`config.mk`:
```
export PLATFORM = sky130hd
export DESIGN_NAME = vx_fpu_csr_state
export DESIGN_NICKNAME = d
export VERILOG_FILES = /design/src/rtl/vx_fpu_csr_state.sv
export SDC_FILE = /design/constraint.sdc
export NUM_CORES = 1
export LEC_CHECK = 0
export CORE_MARGIN = 3
export CORE_UTILIZATION = 46
export DETAILED_ROUTE_END_ITERATION = 8
export PLACE_DENSITY = 0.79
export RECOVER_POWER = 50
export SETUP_SLACK_MARGIN = 0.2
export SYNTH_ARGS = -nofsm -noshare
export SYNTH_HDL_FRONTEND = slang
export SYNTH_SLANG_ARGS = --single-unit
```
`constraint.sdc`:
```
create_clock -name clk -period 2.4 [get_ports clk]
set_input_delay 0.6 -clock clk [delete_from_list [all_inputs] [get_ports clk]]
set_output_delay 0.6 -clock clk [all_outputs]
set_load 0.02 [all_outputs]
```
`src/rtl/vx_fpu_csr_state.sv`:
```
// Per-warp FPU CSR state (fflags/frm) with drained CSR access and pending-instruction tracking.
// Optional FPU_CSR_PERF_EN adds a DRAIN-cycle counter port, also readable at CSR 0xB1F.
module vx_fpu_csr_state #(
  parameter int NUM_WARPS  = 4,
  parameter int NUM_BLOCKS = 1,
  parameter int CNT_W      = 4,
  localparam int NW_W      = (NUM_WARPS > 1) ? $clog2(NUM_WARPS) : 1
) (
  input  logic                       clk,
  input  logic                       reset,
  input  logic [NUM_BLOCKS*NW_W-1:0] read_wid,
  output logic [NUM_BLOCKS*3-1:0]    read_frm,
  input  logic [NUM_BLOCKS-1:0]      issue_fire,
  input  logic [NUM_BLOCKS*NW_W-1:0] issue_wid,
  output logic [NUM_BLOCKS-1:0]      issue_stall,
  input  logic [NUM_BLOCKS-1:0]      rsp_done,
  input  logic [NUM_BLOCKS*NW_W-1:0] rsp_wid,
  input  logic [NUM_BLOCKS-1:0]      write_enable,
  input  logic [NUM_BLOCKS*NW_W-1:0] write_wid,
  input  logic [NUM_BLOCKS*5-1:0]    write_fflags,
  input  logic                       csr_req_valid,
  output logic                       csr_req_ready,
  input  logic [NW_W-1:0]            csr_req_wid,
  input  logic [11:0]                csr_req_addr,
  input  logic [1:0]                 csr_req_op,
  input  logic [31:0]                csr_req_data,
  output logic                       csr_rsp_valid,
  input  logic                       csr_rsp_ready,
  output logic [31:0]                csr_rsp_data
`ifdef FPU_CSR_PERF_EN
  , output logic [31:0]              perf_drain_cycles
`endif
);

  localparam int SW = CNT_W + $clog2(NUM_BLOCKS + 1) + 1;
  localparam logic [SW-1:0] PEND_MAX = SW'((1 << CNT_W) - 1);

  typedef enum logic [1:0] {IDLE, DRAIN, RESP} state_t;

  state_t           state;
  logic [4:0]       fflags  [NUM_WARPS];
  logic [2:0]       frm     [NUM_WARPS];
  logic [CNT_W-1:0] pending [NUM_WARPS];

  logic [SW-1:0]    inc_cnt  [NUM_WARPS];
  logic [SW-1:0]    dec_cnt  [NUM_WARPS];
  logic [SW-1:0]    pend_sum [NUM_WARPS];
  logic [SW-1:0]    pend_dif [NUM_WARPS];
  logic [CNT_W-1:0] pend_nxt [NUM_WARPS];
  logic             pend_under [NUM_WARPS];
  logic             pend_over  [NUM_WARPS];
  logic [4:0]       ff_wr  [NUM_WARPS];
  logic             wr_hit [NUM_WARPS];

  logic [NW_W-1:0]  req_wid;
  logic [11:0]      req_addr;
  logic [1:0]       req_op;
  logic [7:0]       req_data;
  logic [31:0]      old_val;
  logic [4:0]       new_ff;
  logic [2:0]       new_frm;
  logic [7:0]       new_fcsr;
  logic             drain_ok;
  logic             apply;
  logic             unused_data_hi;

  assign unused_data_hi = ^csr_req_data[31:8];

  function automatic logic [7:0] apply_op(input logic [1:0] op, input logic [7:0] old,
                                          input logic [7:0] d);
    case (op)
      2'd1:    return d;
      2'd2:    return old | d;
      2'd3:    return old & ~d;
      default: return old;
    endcase
  endfunction

  always_comb begin
    read_frm    = '0;
    issue_stall = '0;
    for (int unsigned b = 0; b < NUM_BLOCKS; b++) begin
      read_frm[b*3 +: 3] = frm[read_wid[b*NW_W +: NW_W]];
      issue_stall[b]     = (pending[issue_wid[b*NW_W +: NW_W]] == '1);
    end
  end

  // Net per-warp pending change and merged fflags from all blocks in one cycle
  always_comb begin
    for (int unsigned w = 0; w < NUM_WARPS; w++) begin
      inc_cnt[w] = '0;
      dec_cnt[w] = '0;
      ff_wr[w]   = '0;
      wr_hit[w]  = 1'b0;
      for (int unsigned b = 0; b < NUM_BLOCKS; b++) begin
        if (issue_fire[b] && issue_wid[b*NW_W +: NW_W] == NW_W'(w))
          inc_cnt[w] = inc_cnt[w] + 1'b1;
        if (rsp_done[b] && rsp_wid[b*NW_W +: NW_W] == NW_W'(w))
          dec_cnt[w] = dec_cnt[w] + 1'b1;
        if (write_enable[b] && write_wid[b*NW_W +: NW_W] == NW_W'(w)) begin
          ff_wr[w]  = ff_wr[w] | write_fflags[b*5 +: 5];
          wr_hit[w] = 1'b1;
        end
      end
      pend_sum[w]   = SW'(pending[w]) + inc_cnt[w];
      pend_dif[w]   = pend_sum[w] - dec_cnt[w];
      pend_under[w] = dec_cnt[w] > pend_sum[w];
      pend_over[w]  = !pend_under[w] && (pend_dif[w] > PEND_MAX);
      if (pend_under[w])     pend_nxt[w] = '0;
      else if (pend_over[w]) pend_nxt[w] = '1;
      else                   pend_nxt[w] = CNT_W'(pend_dif[w]);
    end
  end

  assign drain_ok = (pending[req_wid] == '0) && !wr_hit[req_wid];
  assign apply    = (state == DRAIN) && drain_ok;

  // Unknown addresses leave new_* at the current value, so the commit is a no-op
  always_comb begin
    old_val  = '0;
    new_ff   = fflags[req_wid];
    new_frm  = frm[req_wid];
    new_fcsr = '0;
    case (req_addr)
      12'h001: begin
        old_val = {27'd0, fflags[req_wid]};
        new_ff  = 5'(apply_op(req_op, {3'd0, fflags[req_wid]}, {3'd0, req_data[4:0]}));
      end
      12'h002: begin
        old_val = {29'd0, frm[req_wid]};
        new_frm = 3'(apply_op(req_op, {5'd0, frm[req_wid]}, {5'd0, req_data[2:0]}));
      end
      12'h003: begin
        old_val  = {24'd0, frm[req_wid], fflags[req_wid]};
        new_fcsr = apply_op(req_op, {frm[req_wid], fflags[req_wid]}, req_data);
        new_frm  = new_fcsr[7:5];
        new_ff   = new_fcsr[4:0];
      end
`ifdef FPU_CSR_PERF_EN
      12'hB1F: old_val = perf_drain_cycles;
`endif
      default: ;
    endcase
  end

  always_ff @(posedge clk) begin
    if (reset) begin
      for (int unsigned w = 0; w < NUM_WARPS; w++) begin
        fflags[w]  <= '0;
        frm[w]     <= '0;
        pending[w] <= '0;
      end
    end else begin
      for (int unsigned w = 0; w < NUM_WARPS; w++) begin
        pending[w] <= pend_nxt[w];
        fflags[w]  <= fflags[w] | ff_wr[w];
        if (apply && req_wid == NW_W'(w)) begin
          fflags[w] <= new_ff;
          frm[w]    <= new_frm;
        end
        assert (!pend_under[w]);
        assert (!pend_over[w]);
      end
    end
  end

  always_ff @(posedge clk) begin
    if (reset) begin
      state         <= IDLE;
      csr_req_ready <= 1'b1;
      csr_rsp_valid <= 1'b0;
      csr_rsp_data  <= '0;
      req_wid       <= '0;
      req_addr      <= '0;
      req_op        <= '0;
      req_data      <= '0;
    end else begin
      case (state)
        IDLE: if (csr_req_valid) begin
          req_wid       <= csr_req_wid;
          req_addr      <= csr_req_addr;
          req_op        <= csr_req_op;
          req_data      <= csr_req_data[7:0];
          csr_req_ready <= 1'b0;
          state         <= DRAIN;
        end
        DRAIN: if (drain_ok) begin
          csr_rsp_data  <= old_val;
          csr_rsp_valid <= 1'b1;
          state         <= RESP;
        end
        RESP: if (csr_rsp_ready) begin
          csr_rsp_valid <= 1'b0;
          csr_req_ready <= 1'b1;
          state         <= IDLE;
        end
        default: state <= IDLE;
      endcase
    end
  end

`ifdef FPU_CSR_PERF_EN
  always_ff @(posedge clk) begin
    if (reset)               perf_drain_cycles <= '0;
    else if (state == DRAIN) perf_drain_cycles <= perf_drain_cycles + 32'd1;
  end
`endif

endmodule

```
Yosys cells after proc, flatten, opt, wreduce, memory -nomap -nowiden
Memories as Yosys holds them, arrays and structs flattened. A register that Yosys moved wholly into a read port is not among the register bits.
Cells that the tools add are included.

storage, ports and cells
  register bits after elaboration = 60
  memory bits (writable) = 48
  output and inout port bits = 38
  memories = 3

memories
  name     words  bits a word  read ports  clocked after memory_dff  write ports  line  source
  fflags   4      5            5           1                         4            41    logic [4:0] fflags [NUM_WARPS];
  pending  4      4            6           1                         4            43    logic [CNT_W-1:0] pending [NUM_WARPS];
  frm      4      3            2           1                         4            42    logic [2:0] frm [NUM_WARPS];

cells by class
  $add $sub $neg = 8
  $lt $le $gt $ge = 9
  equality and inequality tests = 24
  mux-type cells = 80
  bitwise gates (word level) = 30
  reductions and logical operators = 40

operators by type and width
  cell                                                number
  two-way mux 5 bit                                   12
  two-way mux 4 bit                                   12
  one-hot mux 8 bit (3 select lines)                  2
  two-way mux 1 bit                                   33
  bitwise OR 5 bit                                    5
  adder 4 x 6 -> 6 bit                                4
  == test 12 x 2 -> 1 bit, second input constant      2
  > comparator 6 x 4 -> 1 bit, second input constant  4
  > comparator 6 bit                                  4
  subtractor 6 bit                                    4
  == test 2 bit, second input constant                11
  logical AND 1 bit                                   22
  two-way mux 2 bit                                   9
  bitwise OR 1 bit                                    16
  one-hot mux 5 bit (3 select lines)                  1
  == test 12 x 1 -> 1 bit, second input constant      1
  == test 2 x 1 -> 1 bit, second input constant       6
  two-way mux 3 bit                                   4
  zero test 2 bit                                     5
  one-hot mux 5 bit (2 select lines)                  1
  one-hot mux 3 bit (3 select lines)                  1
  AND reduction 3 bit                                 3
  AND 8 bit                                           1
  NOT 8 bit                                           1
  other kinds (18)                                    27

Longest topological paths before layout
Gate-level depths: netlist of run 1.

  depth after elaboration = 14
  mapped depth = 10
  depth with buffers taken out = 10

Least setup slack after synthesis of run 1
No wires, ideal clock.

  kind = input to register
  start = input port issue_fire
  end = memory pending[3][0]
  arrival = 2.325 ns
  required time = 2.330 ns
  path slack = 0.005 ns
  stages = 8
  cells stage by stage = and3_1 ha_1 ha_1 inv_1 ha_1 or4_1 o22a_1 a21oi_1

RTL lines
  element      line  source
  from (decl)  13    input logic [NUM_BLOCKS-1:0] issue_fire,
  to (decl)    43

==> report_table.html, run 1 <==
<table>
<tr><th>Metric</th><th>Value</th></tr>
<tr><th colspan="2">Global routing</th></tr>
<tr><td>Global-route usage over all layers</td><td>0.214</td></tr>
<tr><td>Global route total overflow</td><td>0</td></tr>
<tr><td>Largest net degree at the start of global routing</td><td>42</td></tr>
<tr><td>Global-route wire length before repair</td><td>20500 um</td></tr>
<tr><td>Via count of the first global-routing pass</td><td>4369</td></tr>
<tr><td>Antenna violations before repair</td><td>0</td></tr>
<tr><th colspan="2">Floorplan</th></tr>
<tr><td>I/O pin total</td><td>106</td></tr>
<tr><td># rows</td><td>37</td></tr>
<tr><td>Horizontal die dimension</td><td>109 um</td></tr>
<tr><td>Starting Density</td><td>0.474</td></tr>
<tr><td>Area inside the core boundary</td><td>10400 um2</td></tr>
<tr><td>Vertical die dimension</td><td>109 um</td></tr>
<tr><td>DIE AREA</td><td>12000 um2</td></tr>
<tr><th colspan="2">Yosys</th></tr>
<tr><td>Synthesis warning total</td><td>0</td></tr>
<tr><td>Synth Flop Type</td><td>sky130_fd_sc_hd__dfxtp_1</td></tr>
<tr><td>Count of cell types in the netlist</td><td>52</td></tr>
<tr><td>Post-Synthesis Cells</td><td>544</td></tr>
<tr><td>Count of flip-flops with a built-in enable after synthesis</td><td>27</td></tr>
<tr><td>Synth top area share</td><td>0.240</td></tr>
<tr><td>Post-synthesis average cell area</td><td>9.04 um2</td></tr>
<tr><td>Async set-or-reset flop fraction in the synthesized netlist</td><td>0</td></tr>
<tr><td>Library cell occupying the most area in the post-synthesis netlist</td><td>sky130_fd_sc_hd__dfxtp_1</td></tr>
<tr><td>Sequential element share of the synthesized area</td><td>0.405</td></tr>
<tr><td>Synthesized flop and latch total</td><td>86</td></tr>
<tr><td>Synthesized area</td><td>4920 um2</td></tr>
<tr><td>Largest cells by area after synthesis</td><td>sky130_fd_sc_hd__dfxtp_1, sky130_fd_sc_hd__edfxtp_1, sky130_fd_sc_hd__a21oi_1</td></tr>
<tr><th colspan="2">Routing</th></tr>
<tr><td>Starting DRC count in detailed routing</td><td>287</td></tr>
<tr><td>Number of vias after detailed routing</td><td>4478</td></tr>
<tr><td>Via density per instance</td><td>5.70</td></tr>
<tr><td>DRT antenna net count</td><td>0</td></tr>
<tr><td>Drc violations</td><td>0</td></tr>
<tr><td>First-pass iteration count of the detailed router</td><td>6</td></tr>
<tr><td>Drt total wl</td><td>12600 um</td></tr>
<tr><td>Routed wire length per instance</td><td>16.1 um</td></tr>
<tr><th colspan="2">Place</th></tr>
<tr><td>Number of input and output port buffers inserted</td><td>57</td></tr>
<tr><td>Global placement routability congestion</td><td>0.917</td></tr>
<tr><td>Post-detail-place hpwl</td><td>9210 um</td></tr>
<tr><td>Worst slack at placement</td><td>-499 ps</td></tr>
<tr><th colspan="2">Clock tree</th></tr>
<tr><td>Clk Latency, worst-skew pair</td><td>360 ps</td></tr>
<tr><td>Register clock-pin slew on the reported worst setup and hold paths</td><td>100 ps</td></tr>
<tr><td>Clock H-tree levels</td><td>3</td></tr>
<tr><td>Clock tree from TritonCTS</td><td>yes</td></tr>
<tr><td>Clock tree buffer depth</td><td>2</td></tr>
<tr><td>Hold-fix buffers at CTS</td><td>0</td></tr>
<tr><td>Root buffer selected by CTS</td><td>sky130_fd_sc_hd__clkbuf_8</td></tr>
<tr><td>Number of CTS-inserted buffers</td><td>9</td></tr>
<tr><td>Clock tree sinks</td><td>86</td></tr>
<tr><th colspan="2">Min path</th></tr>
<tr><td>Hold/Removal Path Class</td><td>reg -&gt; reg</td></tr>
<tr><td>Cell depth of the worst min-delay path</td><td>2</td></tr>
<tr><td>Worst hold path endpoint</td><td>csr_rsp_valid</td></tr>
<tr><td>Hold Path Origin</td><td>csr_rsp_valid</td></tr>
<tr><th colspan="2">Layout</th></tr>
<tr><td>Number of nets in the final layout</td><td>729</td></tr>
<tr><td>Area occupied by multi-input gates</td><td>2840 um2</td></tr>
<tr><td>Share of the core filled with cells</td><td>0.595</td></tr>
<tr><td>Number of filler cells placed in the layout</td><td>880</td></tr>
<tr><td>Top library cells by usage in the layout, fill and taps aside</td><td>sky130_fd_sc_hd__a21oi_1, sky130_fd_sc_hd__nand2_1, sky130_fd_sc_hd__buf_4</td></tr>
<tr><td>Ratio of cells with drive above 1 in the final layout</td><td>0.205</td></tr>
<tr><td>Sequential cell area</td><td>2010 um2</td></tr>
<tr><td>Most common cell after layout, fill and taps aside</td><td>sky130_fd_sc_hd__a21oi_1</td></tr>
<tr><td>Antenna diodes</td><td>0</td></tr>
<tr><td>Area growth from synthesis to final layout</td><td>25.4%</td></tr>
<tr><th colspan="2">Power and ir drop</th></tr>
<tr><td>Net switching power</td><td>1.25 mW</td></tr>
<tr><td>Combinational share of power</td><td>0.275</td></tr>
<tr><td>Maximum vdd ir drop</td><td>284 uV</td></tr>
<tr><td>Overall power of the completed layout</td><td>3.76 mW</td></tr>
<tr><td>Clk network pwr share</td><td>0.259</td></tr>
<tr><td>Part of the total power dissipated in sequential elements</td><td>0.466</td></tr>
<tr><td>Design internal power</td><td>2.51 mW</td></tr>
<tr><td>Switching Fraction</td><td>0.333</td></tr>
<tr><td>Power per Cell Area</td><td>609 nW/um2</td></tr>
<tr><td>Leakage dissipation</td><td>2.33 nW</td></tr>
<tr><th colspan="2">Setup path</th></tr>
<tr><td>Cell with the biggest individual delay on the critical path</td><td>sky130_fd_sc_hd__or3_1</td></tr>
<tr><td>Critical path data required time</td><td>2580 ps</td></tr>
<tr><td>Count of buffering cells on the critical path with inverters included</td><td>1</td></tr>
<tr><td>Crit end category</td><td>register</td></tr>
<tr><td>Cell depth of the worst flop-to-flop path</td><td>6</td></tr>
<tr><td>Worst R2R End</td><td>fflags[1][3]</td></tr>
<tr><td>Setup CP Type</td><td>reg -&gt; reg</td></tr>
<tr><td>Biggest fanout along the worst timing path</td><td>10</td></tr>
<tr><td>List of cells traversed by the critical path</td><td>buf_4, nor4_2, mux4_2, nand2_4, or3_1, o22ai_1</td></tr>
<tr><td>Highest cell delay on the worst timing path</td><td>530 ps</td></tr>
<tr><td>Delay-heaviest family, CP</td><td>simple AND/OR/NAND/NOR gates</td></tr>
<tr><td>Crit path DAT</td><td>2400 ps</td></tr>
<tr><td>Critical path startpoint category</td><td>register</td></tr>
<tr><td>R2r setup slk</td><td>180 ps</td></tr>
<tr><td>Worst reg2reg startpoint</td><td>pending[1][2]</td></tr>
<tr><th colspan="2">Outcome</th></tr>
<tr><td>Result of the run</td><td>complete, no violations</td></tr>
<tr><th colspan="2">STA</th></tr>
<tr><td>Final-report hold violation count</td><td>0</td></tr>
<tr><td>Worst-case setup margin in the final layout</td><td>182 ps</td></tr>
<tr><td>Post-route clock period utilization</td><td>0.924</td></tr>
<tr><td>Worst slew margin relative to its limit</td><td>0.426</td></tr>
<tr><td>Count of final max-slew check failures</td><td>0</td></tr>
<tr><td>Maximum clock frequency</td><td>0.451 GHz</td></tr>
<tr><td>Setup-violating endpoint count in the final report</td><td>0</td></tr>
<tr><td>Slew at the pin closest to its max-slew limit</td><td>861 ps</td></tr>
<tr><td>Minimum clock period after layout</td><td>2220 ps</td></tr>
<tr><td>RSZ-0062 raised after global routing</td><td>yes</td></tr>
<tr><td>Setup skew after layout</td><td>24.7 ps</td></tr>
<tr><th colspan="2">Job</th></tr>
<tr><td>Number of maximum-capacitance constraint violations</td><td>0</td></tr>
</table>
[cell families (layout without fill, tap and decap cells)]
group	after synthesis	after routing	share of synthesized area
fa+ha+maj	16	16	0.0407
buf+inv	68	137	0.0786
mux	15	15	0.0636
compound gates	161	161	0.198
flops	86	86	0.405
simple gates	182	182	0.188
other cells	2	39	0.00153
xor+xnor	14	14	0.0249
[metal layers]
metal | wire (um) | up-vias | global-route usage
li1 | - | 2152 | -
met1 | 5060 | 2128 | 0.263
met2 | 6580 | 176 | 0.389
met3 | 776 | 22 | 0.0247
met4 | 217 | 0 | 0.0686
met5 | 0 | - | 0
[through the flow]
stage | cell area (um2) | hold WS (ps) | std cells | TNS [ps]
finish | 6170 | 464 | 786 | 0
global route | 6170 | 501 | 786 | 0
CTS | 6120 | 472 | 784 | 0
detailed placement | 5890 | 456 | 768 | -8500
global placement | 5890 | 449 | 768 | -6650
floorplan | 5110 | 436 | 581 | 0
[cell type report]
cell class                      count  share of cell area
Sequential cell                    86               0.326
Timing Repair Buffer              109               0.150
Tap cell                          136              0.0276
Inverter                           12             0.00730
Multi-Input combinational cell    427               0.460
Clock buffer                       10              0.0209
Clock inverter                      6             0.00831
[worst max path at each step]
stage | from | endpoint | slack (ps) | depth (start not counted)
floorplan | issue_wid[0] | pending[1][0] | 220 | 10
global placement | issue_wid[1] | issue_stall | -460 | 4
detailed placement | issue_wid[1] | issue_stall | -500 | 4
CTS | pending[2][1] | issue_stall | 160 | 4
global route | pending[1][2] | fflags[1][3] | 130 | 6
finish | pending[1][2] | fflags[1][3] | 180 | 6
[cells in the mapped netlist (3+ instances only)]
| library cell | instances |
|---|---|
| sky130_fd_sc_hd__a21oi_1 | 83 |
| sky130_fd_sc_hd__a221o_1 | 5 |
| sky130_fd_sc_hd__a221oi_1 | 3 |
| sky130_fd_sc_hd__a31o_2 | 3 |
| sky130_fd_sc_hd__a31oi_1 | 5 |
| sky130_fd_sc_hd__a32oi_1 | 3 |
| sky130_fd_sc_hd__and3_1 | 7 |
| sky130_fd_sc_hd__buf_2 | 6 |
| sky130_fd_sc_hd__buf_4 | 25 |
| sky130_fd_sc_hd__buf_6 | 4 |
| sky130_fd_sc_hd__clkbuf_1 | 20 |
| sky130_fd_sc_hd__dfxtp_1 | 59 |
| sky130_fd_sc_hd__edfxtp_1 | 27 |
| sky130_fd_sc_hd__ha_1 | 16 |
| sky130_fd_sc_hd__inv_1 | 12 |
| sky130_fd_sc_hd__mux4_2 | 13 |
| sky130_fd_sc_hd__nand2_1 | 72 |
| sky130_fd_sc_hd__nand2b_1 | 5 |
| sky130_fd_sc_hd__nand3_1 | 13 |
| sky130_fd_sc_hd__nand3b_1 | 7 |
| sky130_fd_sc_hd__nand4_1 | 8 |
| sky130_fd_sc_hd__nor2_1 | 25 |
| sky130_fd_sc_hd__nor2b_1 | 4 |
| sky130_fd_sc_hd__nor3_1 | 10 |
| sky130_fd_sc_hd__nor3b_1 | 7 |
| sky130_fd_sc_hd__nor4_1 | 3 |
| sky130_fd_sc_hd__nor4_2 | 3 |
| sky130_fd_sc_hd__o21ai_0 | 10 |
| sky130_fd_sc_hd__o21bai_1 | 9 |
| sky130_fd_sc_hd__o22ai_1 | 27 |
| sky130_fd_sc_hd__or2_0 | 3 |
| sky130_fd_sc_hd__or2_2 | 3 |
| sky130_fd_sc_hd__or3_1 | 4 |
| sky130_fd_sc_hd__xnor2_1 | 7 |
| sky130_fd_sc_hd__xor2_1 | 7 |
[repair_timing]
item                                    4_1_cts  5_1_grt
pin swaps                                     2        3
resized for setup                            45       21
buffers inserted                              0        2
endpoints found under the hold margin         0        0
endpoints found under the setup margin       48       21
[worst register-to-register path: cells and delay by family, from the launching register on]
family,cells,cell delay [ps]
AND/OR/NAND/NOR,3,960
multiplexers,1,340
flip-flops,1,330
AO/OA/AOI/OAI,1,250
buffers and inverters,1,170
[power by group through the flow]
stage	sequential (mW)	combinational, mW	clock (mW)
finish	1.75	1.03	0.973
global route	1.76	1.14	1.04
CTS	1.74	1.01	0.982
detailed placement	1.77	0.999	0
global placement	1.76	0.962	0
floorplan	1.75	0.678	0
[registers in the layout, indices dropped and copies added (netlist names), named ones only]
name	count
csr_rsp_data	8
csr_req_ready	1
req_op	2
req_wid	2
fflags	20
req_addr	12
pending	16
frm	12
csr_rsp_valid	1
req_data	8
state	2
Power figures use the tool's default switching activity.
==> run 2: changes to the inputs <==
==> constraint.sdc (replaced) <==
create_clock -name clk -period 2.4 [get_ports clk]
set_input_delay 0.6 -clock clk [delete_from_list [all_inputs] [get_ports clk]]
set_output_delay 0.6 -clock clk [all_outputs]
set_load 0.1 [all_outputs]
==> report_table.html, run 2 (synthesis results as in run 1) <==
<table>
<tr><th>Metric</th><th>Value</th></tr>
<tr><th colspan="2">Place</th></tr>
<tr><td>Number of input and output port buffers inserted</td><td>57 (unchanged)</td></tr>
<tr><td>Cell area after placement</td><td>5870 um2 (-0.32%)</td></tr>
<tr><td>Global placement routability congestion</td><td>0.893 (-2.5%)</td></tr>
<tr><td>Post-detail-place hpwl</td><td>9370 um (+1.7%)</td></tr>
<tr><th colspan="2">Power and ir drop</th></tr>
<tr><td>Design internal power</td><td>2.49 mW (-0.76%)</td></tr>
<tr><td>Clk network pwr share</td><td>0.242 (-0.017)</td></tr>
<tr><td>Maximum vdd ir drop</td><td>273 uV (-3.9%)</td></tr>
<tr><td>Combinational share of power</td><td>0.320 (+0.045)</td></tr>
<tr><td>Switching Fraction</td><td>0.375 (+0.0423)</td></tr>
<tr><td>Leakage dissipation</td><td>2.31 nW (-0.99%)</td></tr>
<tr><td>Power per Cell Area</td><td>643 nW/um2 (+5.6%)</td></tr>
<tr><td>Net switching power</td><td>1.49 mW (+19%)</td></tr>
<tr><td>Part of the total power dissipated in sequential elements</td><td>0.439 (-0.027)</td></tr>
<tr><th colspan="2">STA</th></tr>
<tr><td>Maximum clock frequency</td><td>0.439 GHz (-2.5%)</td></tr>
<tr><td>Minimum clock period after layout</td><td>2280 ps (+58.0 ps)</td></tr>
<tr><td>Post-route clock period utilization</td><td>0.948 (+0.0242)</td></tr>
<tr><td>Setup skew after layout</td><td>14.6 ps (-10.1 ps)</td></tr>
<tr><td>Count of final max-slew check failures</td><td>0 (unchanged)</td></tr>
<tr><td>Setup-violating endpoint count in the final report</td><td>0 (unchanged)</td></tr>
<tr><td>Slew at the pin closest to its max-slew limit</td><td>814 ps (-47.0 ps)</td></tr>
<tr><td>RSZ-0062 raised after global routing</td><td>yes</td></tr>
<tr><td>Final-report hold violation count</td><td>0 (unchanged)</td></tr>
<tr><td>Worst slew margin relative to its limit</td><td>0.457 (+0.0313)</td></tr>
<tr><td>Setup TNS</td><td>0 ps (unchanged)</td></tr>
<tr><th colspan="2">Layout</th></tr>
<tr><td>Area growth from synthesis to final layout</td><td>25.9%</td></tr>
<tr><td>Most common cell after layout, fill and taps aside</td><td>sky130_fd_sc_hd__a21oi_1</td></tr>
<tr><td>Antenna diodes</td><td>0 (unchanged)</td></tr>
<tr><td>Most flop-heavy register</td><td>fflags</td></tr>
<tr><td>Number of nets in the final layout</td><td>730 (+0.14%)</td></tr>
<tr><td>Area occupied by multi-input gates</td><td>2850 um2 (+0.53%)</td></tr>
<tr><td>Number of filler cells placed in the layout</td><td>896 (+1.8%)</td></tr>
<tr><td>Max FFs per register</td><td>20 (unchanged)</td></tr>
<tr><td>Top library cells by usage in the layout, fill and taps aside</td><td>sky130_fd_sc_hd__a21oi_1, sky130_fd_sc_hd__nand2_1, sky130_fd_sc_hd__dfxtp_1</td></tr>
<tr><td>Sequential cell area</td><td>2020 um2 (+0.37%)</td></tr>
<tr><td>Finished layout cell area</td><td>6190 um2 (+0.39%)</td></tr>
<tr><td>Ratio of cells with drive above 1 in the final layout</td><td>0.217 (+0.0120)</td></tr>
<tr><td>Registers with the most flip-flops</td><td>fflags x20, pending x16</td></tr>
<tr><th colspan="2">Clock tree</th></tr>
<tr><td>Clock tree buffer depth</td><td>2 (unchanged)</td></tr>
<tr><td>Clock tree sinks</td><td>86 (unchanged)</td></tr>
<tr><td>Hold-fix buffers at CTS</td><td>0 (unchanged)</td></tr>
<tr><td>Clock tree from TritonCTS</td><td>yes</td></tr>
<tr><td>Root buffer selected by CTS</td><td>sky130_fd_sc_hd__clkbuf_8</td></tr>
<tr><td>Register clock-pin slew on the reported worst setup and hold paths</td><td>100 ps (about the same)</td></tr>
<tr><td>Clock H-tree levels</td><td>3 (unchanged)</td></tr>
<tr><td>Number of CTS-inserted buffers</td><td>9 (unchanged)</td></tr>
<tr><td>Clk Latency, worst-skew pair</td><td>370 ps (about the same)</td></tr>
<tr><th colspan="2">Floorplan</th></tr>
<tr><td># rows</td><td>37 (unchanged)</td></tr>
<tr><td>Vertical die dimension</td><td>109 um (unchanged)</td></tr>
<tr><td>I/O pin total</td><td>106 (unchanged)</td></tr>
<tr><td>Area inside the core boundary</td><td>10400 um2 (unchanged)</td></tr>
<tr><td>Horizontal die dimension</td><td>109 um (unchanged)</td></tr>
<tr><td>Starting Density</td><td>0.474 (unchanged)</td></tr>
<tr><td>DIE AREA</td><td>12000 um2 (unchanged)</td></tr>
<tr><th colspan="2">Global routing</th></tr>
<tr><td>Via count of the first global-routing pass</td><td>4508 (+3.2%)</td></tr>
<tr><td>Global-route wire length before repair</td><td>20800 um (+1.5%)</td></tr>
<tr><td>Antenna violations before repair</td><td>0 (unchanged)</td></tr>
<tr><td>Global route total overflow</td><td>0 (unchanged)</td></tr>
<tr><td>Largest net degree at the start of global routing</td><td>27 (-36%)</td></tr>
<tr><td>Global-route usage over all layers</td><td>0.221 (+0.00696)</td></tr>
<tr><th colspan="2">Routing</th></tr>
<tr><td>Starting DRC count in detailed routing</td><td>269 (-6.3%)</td></tr>
<tr><td>Via density per instance</td><td>5.79 (+1.7%)</td></tr>
<tr><td>DRT antenna net count</td><td>0 (unchanged)</td></tr>
<tr><td>Drc violations</td><td>0 (unchanged)</td></tr>
<tr><td>Drt total wl</td><td>12900 um (+2.3%)</td></tr>
<tr><td>First-pass iteration count of the detailed router</td><td>4 (-2)</td></tr>
<tr><td>Routed wire length per instance</td><td>16.4 um (+2.2%)</td></tr>
<tr><td>Number of vias after detailed routing</td><td>4560 (+1.8%)</td></tr>
<tr><th colspan="2">Job</th></tr>
<tr><td>Number of maximum-capacitance constraint violations</td><td>0 (unchanged)</td></tr>
<tr><th colspan="2">Setup path</th></tr>
<tr><td>Critical path data required time</td><td>1800 ps (-780 ps)</td></tr>
<tr><td>Setup CP Type</td><td>reg -&gt; out</td></tr>
<tr><td>Critical path startpoint category</td><td>register</td></tr>
<tr><td>Crit path DAT</td><td>1680 ps (-720 ps)</td></tr>
<tr><td>Crit end category</td><td>primary output</td></tr>
<tr><td>Biggest fanout along the worst timing path</td><td>4 (-6)</td></tr>
<tr><th colspan="2">Outcome</th></tr>
<tr><td>Result of the run</td><td>complete, no violations</td></tr>
<tr><th colspan="2">Min path</th></tr>
<tr><td>Hold/Removal Path Class</td><td>reg -&gt; reg</td></tr>
</table>
[run 2: cell types whose count changed in the layout (fill, tap and decap cells not counted), sizes merged]
| cell | previous run | this run |
|---|---|---|
| clkbuf | 14 | 27 |
| clkdlybuf4s50 | 37 | 36 |
| dlygate4sd2 | 1 | 2 |
| inv | 16 | 14 |
| clkinv | 1 | 3 |
| clkinvlp | 1 | 2 |
| clkdlybuf4s15 | 1 | 0 |
| dlygate4sd3 | 11 | 2 |
| buf | 55 | 52 |
[run 2: layer usage]
layer / vias up / share of wire / GRT usage / wire [um]
met5: - / 0 / 0 / 0
met2: 197 / 0.52 / 0.397 / 6710
met1: 2189 / 0.39 / 0.255 / 5010
li1: 2154 / - / - / -
met4: 0 / 0.023 / 0.0837 / 295
met3: 20 / 0.071 / 0.0505 / 916
[run 2: layout make-up]
cell class,count,share of cell area
inverter,12,0.00788
tap,136,0.0275
sequential,86,0.326
timing repair buffer,110,0.149
clock buffer,9,0.0200
clock inverter,7,0.00929
multi-input combinational,427,0.460
[run 2: worst paths after layout]
path            startpoint             to  slack (ps)  cells past startpoint
max          pending[3][1]    issue_stall         120                      4
min          csr_rsp_valid  csr_rsp_valid         470                      2
max reg2reg  pending[3][2]      frm[3][2]         200                      5
min reg2reg  csr_rsp_valid  csr_rsp_valid         470                      2
[run 2: worst max-delay path, cell delays in order (launching register included)]
cell and delay [ps]:
sky130_fd_sc_hd__dfxtp_4 370, sky130_fd_sc_hd__nand4_1 120, sky130_fd_sc_hd__mux4_2 540, sky130_fd_sc_hd__clkinvlp_4 110, sky130_fd_sc_hd__buf_12 170
[run 2: metrics by stage]
stage	hold slack (ps)	util	setup WS [ps]	total power, mW	std cells
after floorplan	436	-	208	2.67	581
after global placement	453	0.566	-323	2.96	763
after detailed placement	454	0.566	-456	3.00	763
after CTS	466	0.591	154	3.98	785
after global routing	487	0.597	38.8	4.18	787
final	466	0.597	125	3.98	787
[run 2: repair_timing]
action,in CTS,in global routing
pin swaps,1,5
setup endpoints to repair,25,32
gates resized for setup,31,25
buffers inserted,6,2
endpoints found under the hold margin,0,0
[run 2: power by group through the flow]
stage               Clock (mW)  Combinational (mW)  Sequential (mW)
finish                   0.962                1.27             1.75
global route              1.04                1.38             1.76
CTS                      0.985                1.25             1.74
detailed placement           0                1.23             1.78
global placement             0                1.19             1.77
floorplan                    0               0.840             1.83
==> run 3: changes to the inputs <==
--- a/config.mk
+++ b/config.mk
@@ -6,9 +6,10 @@
 export NUM_CORES = 1
 export LEC_CHECK = 0
 export CORE_MARGIN = 3
-export CORE_UTILIZATION = 46
+export CORE_UTILIZATION = 35
+export CTS_BUF_LIST = sky130_fd_sc_hd__clkbuf_2
 export DETAILED_ROUTE_END_ITERATION = 8
-export PLACE_DENSITY = 0.79
+export PLACE_DENSITY = 0.64
 export RECOVER_POWER = 50
 export SETUP_SLACK_MARGIN = 0.2
 export SYNTH_ARGS = -nofsm -noshare
==> report_table.html, run 3 (synthesis results as in run 1) <==
<table>
<tr><th>Metric</th><th>Value</th></tr>
<tr><th colspan="2">Floorplan</th></tr>
<tr><td>DIE AREA</td><td>15500 um2 (+30%)</td></tr>
<tr><td>I/O pin total</td><td>106 (unchanged)</td></tr>
<tr><td># rows</td><td>42 (+14%)</td></tr>
<tr><td>Vertical die dimension</td><td>125 um (+14%)</td></tr>
<tr><td>Area inside the core boundary</td><td>13500 um2 (+30%)</td></tr>
<tr><td>Horizontal die dimension</td><td>125 um (+14%)</td></tr>
<tr><td>Starting Density</td><td>0.364 (-0.110)</td></tr>
<tr><th colspan="2">Clock tree</th></tr>
<tr><td>Clock tree from TritonCTS</td><td>yes</td></tr>
<tr><td>Clk Latency, worst-skew pair</td><td>580 ps (+210 ps)</td></tr>
<tr><td>Register clock-pin slew on the reported worst setup and hold paths</td><td>230 ps (+130 ps)</td></tr>
<tr><td>Clock H-tree levels</td><td>3 (unchanged)</td></tr>
<tr><td>Clock tree buffer depth</td><td>2 (unchanged)</td></tr>
<tr><td>Root buffer selected by CTS</td><td>sky130_fd_sc_hd__clkbuf_2</td></tr>
<tr><td>Number of CTS-inserted buffers</td><td>9 (unchanged)</td></tr>
<tr><td>Clock tree sinks</td><td>86 (unchanged)</td></tr>
<tr><th colspan="2">Layout</th></tr>
<tr><td>Number of nets in the final layout</td><td>727 (-0.41%)</td></tr>
<tr><td>Most common cell after layout, fill and taps aside</td><td>sky130_fd_sc_hd__a21oi_1</td></tr>
<tr><td>Share of the core filled with cells</td><td>0.446 (-0.151)</td></tr>
<tr><td>Ratio of cells with drive above 1 in the final layout</td><td>0.184 (-0.0329)</td></tr>
<tr><td>Top library cells by usage in the layout, fill and taps aside</td><td>sky130_fd_sc_hd__a21oi_1, sky130_fd_sc_hd__nand2_1, sky130_fd_sc_hd__dfxtp_1</td></tr>
<tr><td>Registers with the most flip-flops</td><td>fflags x20, pending x16</td></tr>
<tr><td>Number of filler cells placed in the layout</td><td>1329 (+48%)</td></tr>
<tr><td>Area growth from synthesis to final layout</td><td>22.5%</td></tr>
<tr><td>Antenna diodes</td><td>0 (unchanged)</td></tr>
<tr><td>Most flop-heavy register</td><td>fflags</td></tr>
<tr><td>Max FFs per register</td><td>20 (unchanged)</td></tr>
<tr><td>Fin cells</td><td>824 (+4.7%)</td></tr>
<tr><th colspan="2">Setup path</th></tr>
<tr><td>Critical path startpoint category</td><td>register</td></tr>
<tr><td>Crit end category</td><td>primary output</td></tr>
<tr><td>Setup CP Type</td><td>reg -&gt; out</td></tr>
<tr><td>Critical path data required time</td><td>1800 ps (about the same)</td></tr>
<tr><td>Biggest fanout along the worst timing path</td><td>2 (-2)</td></tr>
<tr><td>Crit path DAT</td><td>1930 ps (+250 ps)</td></tr>
<tr><th colspan="2">STA</th></tr>
<tr><td>Setup-violating endpoint count in the final report</td><td>7 (+7)</td></tr>
<tr><td>Minimum clock period after layout</td><td>2530 ps (+253 ps)</td></tr>
<tr><td>Setup skew after layout</td><td>47.5 ps (+32.9 ps)</td></tr>
<tr><td>Slew at the pin closest to its max-slew limit</td><td>825 ps (+10.8 ps)</td></tr>
<tr><td>Worst-case setup margin in the final layout</td><td>-129 ps (-253 ps)</td></tr>
<tr><td>Worst slew margin relative to its limit</td><td>0.450 (-0.00719)</td></tr>
<tr><td>Count of final max-slew check failures</td><td>0 (unchanged)</td></tr>
<tr><td>Post-route clock period utilization</td><td>1.05 (+0.106)</td></tr>
<tr><td>Maximum clock frequency</td><td>0.395 GHz (-10%)</td></tr>
<tr><td>RSZ-0062 raised after global routing</td><td>yes</td></tr>
<tr><td>Final-report hold violation count</td><td>0 (unchanged)</td></tr>
<tr><th colspan="2">Global routing</th></tr>
<tr><td>Via count of the first global-routing pass</td><td>4238 (-6.0%)</td></tr>
<tr><td>Global route total overflow</td><td>0 (unchanged)</td></tr>
<tr><td>Largest net degree at the start of global routing</td><td>40 (+48%)</td></tr>
<tr><td>Antenna violations before repair</td><td>0 (unchanged)</td></tr>
<tr><td>Global-route usage over all layers</td><td>0.161 (-0.0597)</td></tr>
<tr><td>Global-route wire length before repair</td><td>20600 um (-1.2%)</td></tr>
<tr><th colspan="2">Routing</th></tr>
<tr><td>First-pass iteration count of the detailed router</td><td>5 (+1)</td></tr>
<tr><td>Via density per instance</td><td>5.36 (-7.5%)</td></tr>
<tr><td>DRT antenna net count</td><td>0 (unchanged)</td></tr>
<tr><td>Starting DRC count in detailed routing</td><td>365 (+36%)</td></tr>
<tr><td>Drt total wl</td><td>12900 um (-0.47%)</td></tr>
<tr><td>Number of vias after detailed routing</td><td>4416 (-3.2%)</td></tr>
<tr><td>Drc violations</td><td>0 (unchanged)</td></tr>
<tr><td>Routed wire length per instance</td><td>15.6 um (-4.9%)</td></tr>
<tr><th colspan="2">Min path</th></tr>
<tr><td>Hold/Removal Path Class</td><td>reg -&gt; reg</td></tr>
<tr><th colspan="2">Place</th></tr>
<tr><td>Number of input and output port buffers inserted</td><td>57 (unchanged)</td></tr>
<tr><td>Number of cells in the design after placement</td><td>802 (+5.1%)</td></tr>
<tr><td>Post-detail-place hpwl</td><td>9480 um (+1.3%)</td></tr>
<tr><td>Global placement routability congestion</td><td>0.818 (-8.4%)</td></tr>
<tr><th colspan="2">Power and ir drop</th></tr>
<tr><td>Maximum vdd ir drop</td><td>211 uV (-23%)</td></tr>
<tr><td>Leakage dissipation</td><td>2.28 nW (-1.0%)</td></tr>
<tr><td>Power per Cell Area</td><td>602 nW/um2 (-6.3%)</td></tr>
<tr><th colspan="2">Outcome</th></tr>
<tr><td>Failing checks</td><td>setup timing</td></tr>
<tr><td>Result of the run</td><td>finished, violations left</td></tr>
<tr><th colspan="2">Job</th></tr>
<tr><td>Number of maximum-capacitance constraint violations</td><td>0 (unchanged)</td></tr>
</table>
run 3: cell types whose count changed in the layout (fill, tap and decap cells not counted), sizes merged, moves of 2 or more:
cell / before / now
inv: 14 / 11
clkinv: 3 / 6
clkdlybuf4s50: 36 / 38
clkbuf: 27 / 23
dlymetal6s2s: 0 / 2
run 3: repair_timing:
item	CTS	global route
endpoints found under the setup margin	34	46
pin swaps	0	1
hold buffers	0	0
resized for setup	10	10
setup buffers	2	4
run 3: metal layers:
layer	up-vias	wire, um	global-route usage
li1	2146	-	-
met1	2114	5400	0.192
met2	138	6420	0.276
met3	18	763	0.0455
met4	0	282	0.0587
met5	-	0	0
run 3: layout make-up:
type                    count  area, um2  area share
multi-input cells         427       2710       0.450
flip-flops and latches     86       2000       0.333
repair buffers            107        952       0.158
well taps                 176        220      0.0365
clock buffers              10       50.0     0.00830
inverters                  12       48.8     0.00810
clock inverters             6       40.0     0.00664
run 3: per-stage QoR:
step	hold WS [ps]	cell area, um2	setup slack [ps]	TNS (ps)	power (mW)
finish	473	6030	-129	-312	3.63
global route	471	6030	-247	-1460	3.84
CTS	477	6040	-215	-215	3.67
detailed placement	453	5930	-418	-6710	3.01
global placement	444	5930	-363	-5330	2.97
floorplan	436	5120	208	0	2.67
run 3: critical path, cell delays in order, from the launching register on:
cell and delay (ps):
sky130_fd_sc_hd__dfxtp_2 400, sky130_fd_sc_hd__buf_6 100, sky130_fd_sc_hd__nand4_1 80, sky130_fd_sc_hd__mux4_2 510, sky130_fd_sc_hd__clkinvlp_4 110, sky130_fd_sc_hd__buf_12 170
run 3: final timing paths:
path	from	end	slack (ps)	cells after the start
max	pending[3][3]	issue_stall	-130	5
min	csr_rsp_data[6]	csr_rsp_data[6]	470	2
max reg2reg	pending[3][2]	fflags[0][3]	-70	5
min reg2reg	csr_rsp_data[6]	csr_rsp_data[6]	470	2
run 3: report_power, final:
group,leakage [nW],internal [mW],switching [mW],total [mW]
logic,1.45,0.451,0.785,1.24
registers,0.765,1.63,0.111,1.75
clock network,0.0633,0.140,0.509,0.649
